**src/rtl/elevator_call_scheduler.sv**
```systemverilog
// Per-car call scheduler: latches in-car and hall buttons, clears served calls, and runs a SCAN policy.
// Optional macro ELEV_SCHED_CANCEL_EN: edge-detected in-car buttons where a second press cancels the call.
module elevator_call_scheduler #(
  parameter int BUTTONS_WIDTH = 8,
  parameter int FLOOR_WIDTH   = 3
) (
  input  logic                     clk,
  input  logic                     reset,
  input  logic [BUTTONS_WIDTH-1:0] btn_num_in,
  input  logic [BUTTONS_WIDTH-1:0] btn_up_out,
  input  logic [BUTTONS_WIDTH-1:0] btn_down_out,
  input  logic [FLOOR_WIDTH-1:0]   current_floor,
  input  logic                     serve,
  output logic [FLOOR_WIDTH-1:0]   next_floor,
  output logic                     request_valid,
  output logic [1:0]               dir,
  output logic [BUTTONS_WIDTH-1:0] active_in_levels,
  output logic [BUTTONS_WIDTH-1:0] active_out_levels
);

  typedef enum logic [1:0] {ST_IDLE = 2'd0, ST_DOWN = 2'd1, ST_UP = 2'd2} state_t;

  // No hall-up call exists on the top floor, and no hall-down call on floor 0.
  localparam logic [BUTTONS_WIDTH-1:0] UP_MASK   = {1'b0, {(BUTTONS_WIDTH-1){1'b1}}};
  localparam logic [BUTTONS_WIDTH-1:0] DOWN_MASK = {{(BUTTONS_WIDTH-1){1'b1}}, 1'b0};

  state_t                   state_q, state_nxt;
  logic [BUTTONS_WIDTH-1:0] pend_in, pend_up, pend_down;
  logic [BUTTONS_WIDTH-1:0] pend_in_nxt;
  logic [BUTTONS_WIDTH-1:0] all, here, above, below;
  logic [BUTTONS_WIDTH-1:0] clr_in, clr_up, clr_down;
  logic [FLOOR_WIDTH-1:0]   lo_above, hi_below, tgt_nxt;
  int                       cur_i;

  assign cur_i = int'(current_floor);
  assign all   = pend_in | pend_up | pend_down;

  // An out-of-range floor leaves 'here' empty, so it never matches a call.
  always_comb begin
    here  = '0;
    above = '0;
    below = '0;
    for (int i = 0; i < BUTTONS_WIDTH; i++) begin
      here[i]  = (i == cur_i);
      above[i] = all[i] && (i > cur_i);
      below[i] = all[i] && (i < cur_i);
    end
  end

  always_comb begin
    lo_above = '0;
    hi_below = '0;
    for (int i = BUTTONS_WIDTH - 1; i >= 0; i--)
      if (above[i]) lo_above = FLOOR_WIDTH'(i);
    for (int i = 0; i < BUTTONS_WIDTH; i++)
      if (below[i]) hi_below = FLOOR_WIDTH'(i);
  end

  // A hall call is kept for the return trip unless the car is about to reverse here.
  assign clr_in   = serve ? here : '0;
  assign clr_up   = (serve && (state_q != ST_DOWN || below == '0)) ? here : '0;
  assign clr_down = (serve && (state_q != ST_UP   || above == '0)) ? here : '0;

`ifdef ELEV_SCHED_CANCEL_EN
  logic [BUTTONS_WIDTH-1:0] btn_num_q;
  logic [BUTTONS_WIDTH-1:0] num_rise;

  always_ff @(posedge clk or negedge reset) begin
    if (!reset) btn_num_q <= '0;
    else        btn_num_q <= btn_num_in;
  end

  assign num_rise    = btn_num_in & ~btn_num_q;
  assign pend_in_nxt = (num_rise & ~pend_in) | (~num_rise & pend_in & ~clr_in);
`else
  assign pend_in_nxt = (pend_in & ~clr_in) | btn_num_in;
`endif

  always_comb begin
    state_nxt = state_q;
    tgt_nxt   = next_floor;
    case (state_q)
      ST_IDLE: begin
        if ((all & here) != '0)   tgt_nxt = current_floor;
        else if (above != '0) begin state_nxt = ST_UP;   tgt_nxt = lo_above; end
        else if (below != '0) begin state_nxt = ST_DOWN; tgt_nxt = hi_below; end
      end
      ST_UP: begin
        if (((pend_in | pend_up) & here) != '0) tgt_nxt = current_floor;
        else if (above != '0)                   tgt_nxt = lo_above;
        else if ((pend_down & here) != '0)      tgt_nxt = current_floor;
        else if (below != '0) begin state_nxt = ST_DOWN; tgt_nxt = hi_below; end
        else                                    state_nxt = ST_IDLE;
      end
      ST_DOWN: begin
        if (((pend_in | pend_down) & here) != '0) tgt_nxt = current_floor;
        else if (below != '0)                     tgt_nxt = hi_below;
        else if ((pend_up & here) != '0)          tgt_nxt = current_floor;
        else if (above != '0) begin state_nxt = ST_UP; tgt_nxt = lo_above; end
        else                                      state_nxt = ST_IDLE;
      end
      default: state_nxt = ST_IDLE;
    endcase
  end

  // A press in the same cycle as a serve wins because it is OR-ed in after the clear.
  always_ff @(posedge clk or negedge reset) begin
    if (!reset) begin
      pend_in       <= '0;
      pend_up       <= '0;
      pend_down     <= '0;
      state_q       <= ST_IDLE;
      next_floor    <= '0;
      request_valid <= 1'b0;
    end else begin
      pend_in       <= pend_in_nxt;
      pend_up       <= (pend_up & ~clr_up) | (btn_up_out & UP_MASK);
      pend_down     <= (pend_down & ~clr_down) | (btn_down_out & DOWN_MASK);
      state_q       <= state_nxt;
      next_floor    <= tgt_nxt;
      request_valid <= (all != '0);
    end
  end

  assign dir               = state_q;
  assign active_in_levels  = pend_in;
  assign active_out_levels = pend_up | pend_down;

endmodule

```
**config.mk**
```make
export PLATFORM = sky130hd
export DESIGN_NAME = elevator_call_scheduler
export DESIGN_NICKNAME = d
export VERILOG_FILES = /design/src/rtl/elevator_call_scheduler.sv
export SDC_FILE = /design/constraint.sdc
export NUM_CORES = 1
export LEC_CHECK = 0
export CORE_ASPECT_RATIO = 0.75
export CORE_MARGIN = 2
export CORE_UTILIZATION = 53
export CTS_BUF_LIST = sky130_fd_sc_hd__clkbuf_4
export DETAILED_ROUTE_END_ITERATION = 8
export MAX_ROUTING_LAYER = met4
export PLACE_DENSITY = 0.83
export SYNTH_ARGS = -nofsm -noshare
export SYNTH_HDL_FRONTEND = slang
export SYNTH_SLANG_ARGS = --single-unit
```
**constraint.sdc**
```tcl
create_clock -name clk -period 2.7 [get_ports clk]
set_input_delay 0.54 -clock clk [delete_from_list [all_inputs] [get_ports clk]]
set_output_delay 0.54 -clock clk [all_outputs]
set_load 0.03 [all_outputs]
```
==> summary.txt, run 1 <==
Floorplan
  – Die W: 82.9 um
  – Die H: about 63 um
  – Initial Util: 0.554
  – Core Area: 0.00447 mm2
  – Ports: 52
  – Die area: 0.00524 mm2
  – # rows: 21

Logic synthesis
  – Post-synth EDFFs: 0
  – Seq/Total Area, Yosys: 0.303
  – Synth Instances: 286
  – Prevailing post-synth register cell: dfrtp_1
  – Mapped Avg Cell Area: slightly below 9 um2
  – Synth warn: 0
  – Netlist cell types: 69
  – Seq cells post-synth: 30
  – Syn_nets: 320
  – Netlist Area Pre-Place: 0.00248 mm2
  – Synth async-reset ratio: 1.00

Clock network
  – CTS Sinks: 30
  – Clk_lat worst skew: 0.35 ns
  – CTS Buf Count: 5
  – Reg clk slew, reported paths: 0.11 ns
  – H-tree depth: 2
  – Clock tree root driver cell: clkbuf_4
  – CTS tree: yes
  – CTS Buffer Depth: 2

Route
  – Routed wl met3: ~1300 um
  – Metal2 WL: 4280 um
  – Remaining DRCs: 0
  – Iteration-0 DRC Markers: between 500 and 600
  – Routed WL per cell: 21.0 um
  – DR vias/cell: 6.80
  – Top routing layer in use: met4
  – Routed WL: roughly 10000 um
  – Pre-antenna DRT Iters: 6
  – Vias: 3,210
  – Post-DRT Antenna Nets: 0
  – M1 WL: 3880 um

Timing
  – Min cycle time layout: 2.62 ns
  – Worst-margin pin slew: 0.476 ns
  – Worst Skew: 0.0103 ns
  – Max-slew violations: 0
  – Final worst slack: 0.0775 ns
  – Final setup viols: 0
  – Slew Limit Headroom: 0.675
  – Final period utilization: 0.971
  – Hold Violations, Final: 0
  – Max Clk Rate: 381 MHz

Layout
  – Antenna cells: 0
  – Final non-filler cell total: 472
  – Final Instance Area: 0.00372 mm2
  – Layout cell share with drive strength beyond 1: 0.311
  – Fill cell count: 268
  – Commonest cells after routing, fill and taps aside: buf_4, clkdlybuf4s50_1, dfrtp_1, nand2_1, a21o_1
  – Commonest non-fill, non-tap cell in the layout: buf_4
  – Area Overhead vs Synth: 50.1%
  – Final #Nets: 448

Global routing
  – Gr usage total: 0.390
  – Antenna violations before repair: 0
  – First-pass GRT wire length: 15,600 um
  – Largest net degree at the start of global routing: 31
  – Vias in the first global route: 3,079
  – Gr ovfl total: 0

Run status
  – Status: completed

Place
  – GPL Wtd Cong: 1.08
  – Placed Instances: 462
  – Post-place setup slack: -0.663 ns
  – Hpwl dp: 7420 um
  – IO buf count: between 40 and 50
  – Placed cell area: 0.00358 mm2

Setup path
  – Critical Path RT: between 2 and 3 ns
  – Startpoint types: register
  – Critical path type: reg -> reg
  – Arr. time, crit path: 2.87 ns
  – Worst-path maximum fanout: 6
  – Reg2Reg Depth: 8
  – CP Capture Type: register

Run
  – Max_cap viols: 0

Pwr
  – LEAKAGE: 1.51 nW
  – Peak supply drop: between 0.4 and 0.5 mV
  – PwrDens: 493 mW/mm2

Hold path
  – WHS Path Cells: 2
  – Hold Crit Class: reg -> reg
[repair_timing]
item | in CTS | in global routing
gates cloned | 1 | 0
gates resized for setup | 9 | 14
setup buffers | 1 | 0
setup endpoints to repair | 10 | 5
hold buffers | 0 | 0
pin swaps | 2 | 4
[where the power goes]
| group | total [mW] | internal, mW | switching, mW |
|---|---|---|---|
| Combinational | 0.980 | 0.457 | 0.523 |
| Sequential | 0.576 | 0.504 | 0.0721 |
| Clock | 0.275 | 0.0967 | 0.178 |
[through the flow]
| stage | setup TNS (ns) | total power [mW] | utilization | hold slack [ns] |
|---|---|---|---|---|
| 6_report | 0 | 1.83 | 0.832 | 0.559 |
| 5_1_grt | -0.00359 | 1.92 | 0.832 | 0.598 |
| 4_1_cts | 0 | 1.77 | 0.828 | 0.563 |
| 3_5_place_dp | -7.56 | 1.48 | 0.803 | 0.532 |
| 3_3_place_gp | -7.06 | 1.45 | 0.803 | 0.496 |
| 2_1_floorplan | 0 | 1.07 | - | 0.244 |
[layout make-up]
class                      instances  area, um2  area share
multi-input combinational        236       1660       0.447
timing repair buffer             133       1150       0.309
inverter                           8       30.0     0.00808
clock inverter                     3       16.3     0.00438
sequential                        30        751       0.202
tap                               57       71.3      0.0192
clock buffer                       5       37.5      0.0101
[critical path, cell delays in order (launching register included)]
cell and delay [ns]:
dfrtp_1 0.47, or2_2 0.31, a222oi_1 0.32, buf_4 0.19, nand4_1 0.14, o41ai_2 0.42
o21ai_1 0.13, a21oi_2 0.21, mux2_4 0.33
[synthesized netlist by cell type (3+ instances only)]
master / n / area [um2]
or3_1: 3 / 18.8
a21o_1: 24 / 180
o31ai_1: 3 / 22.5
o21ai_1: 4 / 20.0
inv_1: 8 / 30.0
nand4_1: 5 / 31.3
nor2_1: 21 / 78.8
mux2_1: 4 / 45.0
dfrtp_1: 30 / 751
a22o_1: 3 / 26.3
nand3_1: 8 / 40.0
nand2_1: 27 / 101
a211o_1: 3 / 26.3
a21oi_1: 10 / 50.1
mux2i_1: 10 / 100
a2111oi_0: 4 / 35.0
buf_6: 4 / 45.0
buf_2: 5 / 25.0
nor3b_1: 3 / 22.5
or2_2: 14 / 87.6
nor3_1: 12 / 60.1
o21ai_0: 10 / 50.1
ha_1: 4 / 50.1
a211oi_1: 6 / 45.0
o22ai_1: 3 / 18.8
[sequential cells by signal, summed over array words and instances, names as in the netlist]
register          cells
active_in_levels      8
pend_down             8
request_valid         1
pend_up               8
next_floor            3
dir                   2
[per-layer routing]
metal / vias up / global-route usage
met4: 0 / 0.145
met2: 284 / 0.578
met5: - / -
met3: 53 / 0.109
met1: 1516 / 0.511
li1: 1357 / -
[cells by family after synthesis]
logic type               after synthesis  synth area share
AO/OA/AOI/OAI                        106             0.325
flip-flops                            30             0.303
AND/OR/NAND/NOR                      112             0.248
adder cells (fa/ha/maj)                4            0.0202
buffers and inverters                 20            0.0450
multiplexers                          14            0.0586
[worst paths after layout]
path                                           start                             to  slack, ns
max                           pend_down[4]$_DFF_PN0_             dir[1]$_DFFE_PN0P_       0.08
min                        next_floor[0]$_DFFE_PN0P_      next_floor[0]$_DFFE_PN0P_       0.56
max reg2reg                   pend_down[4]$_DFF_PN0_             dir[1]$_DFFE_PN0P_       0.08
min reg2reg                next_floor[0]$_DFFE_PN0P_      next_floor[0]$_DFFE_PN0P_       0.56
max in group asynchronous                      reset  active_in_levels[7]$_DFF_PN0_       1.83
min in group asynchronous                      reset           pend_up[6]$_DFF_PN0_       0.58
No activity file was read; power rests on OpenSTA's default activity.
==> run 2, diff against run 1 <==
--- a/config.mk
+++ b/config.mk
@@ -5,6 +5,7 @@
 export SDC_FILE = /design/constraint.sdc
 export NUM_CORES = 1
 export LEC_CHECK = 0
+export CAP_MARGIN = 5
 export CORE_ASPECT_RATIO = 0.75
 export CORE_MARGIN = 2
 export CORE_UTILIZATION = 53
==> results of run 2 <==
Final layout, timing and power as in run 1 (identical DEF).
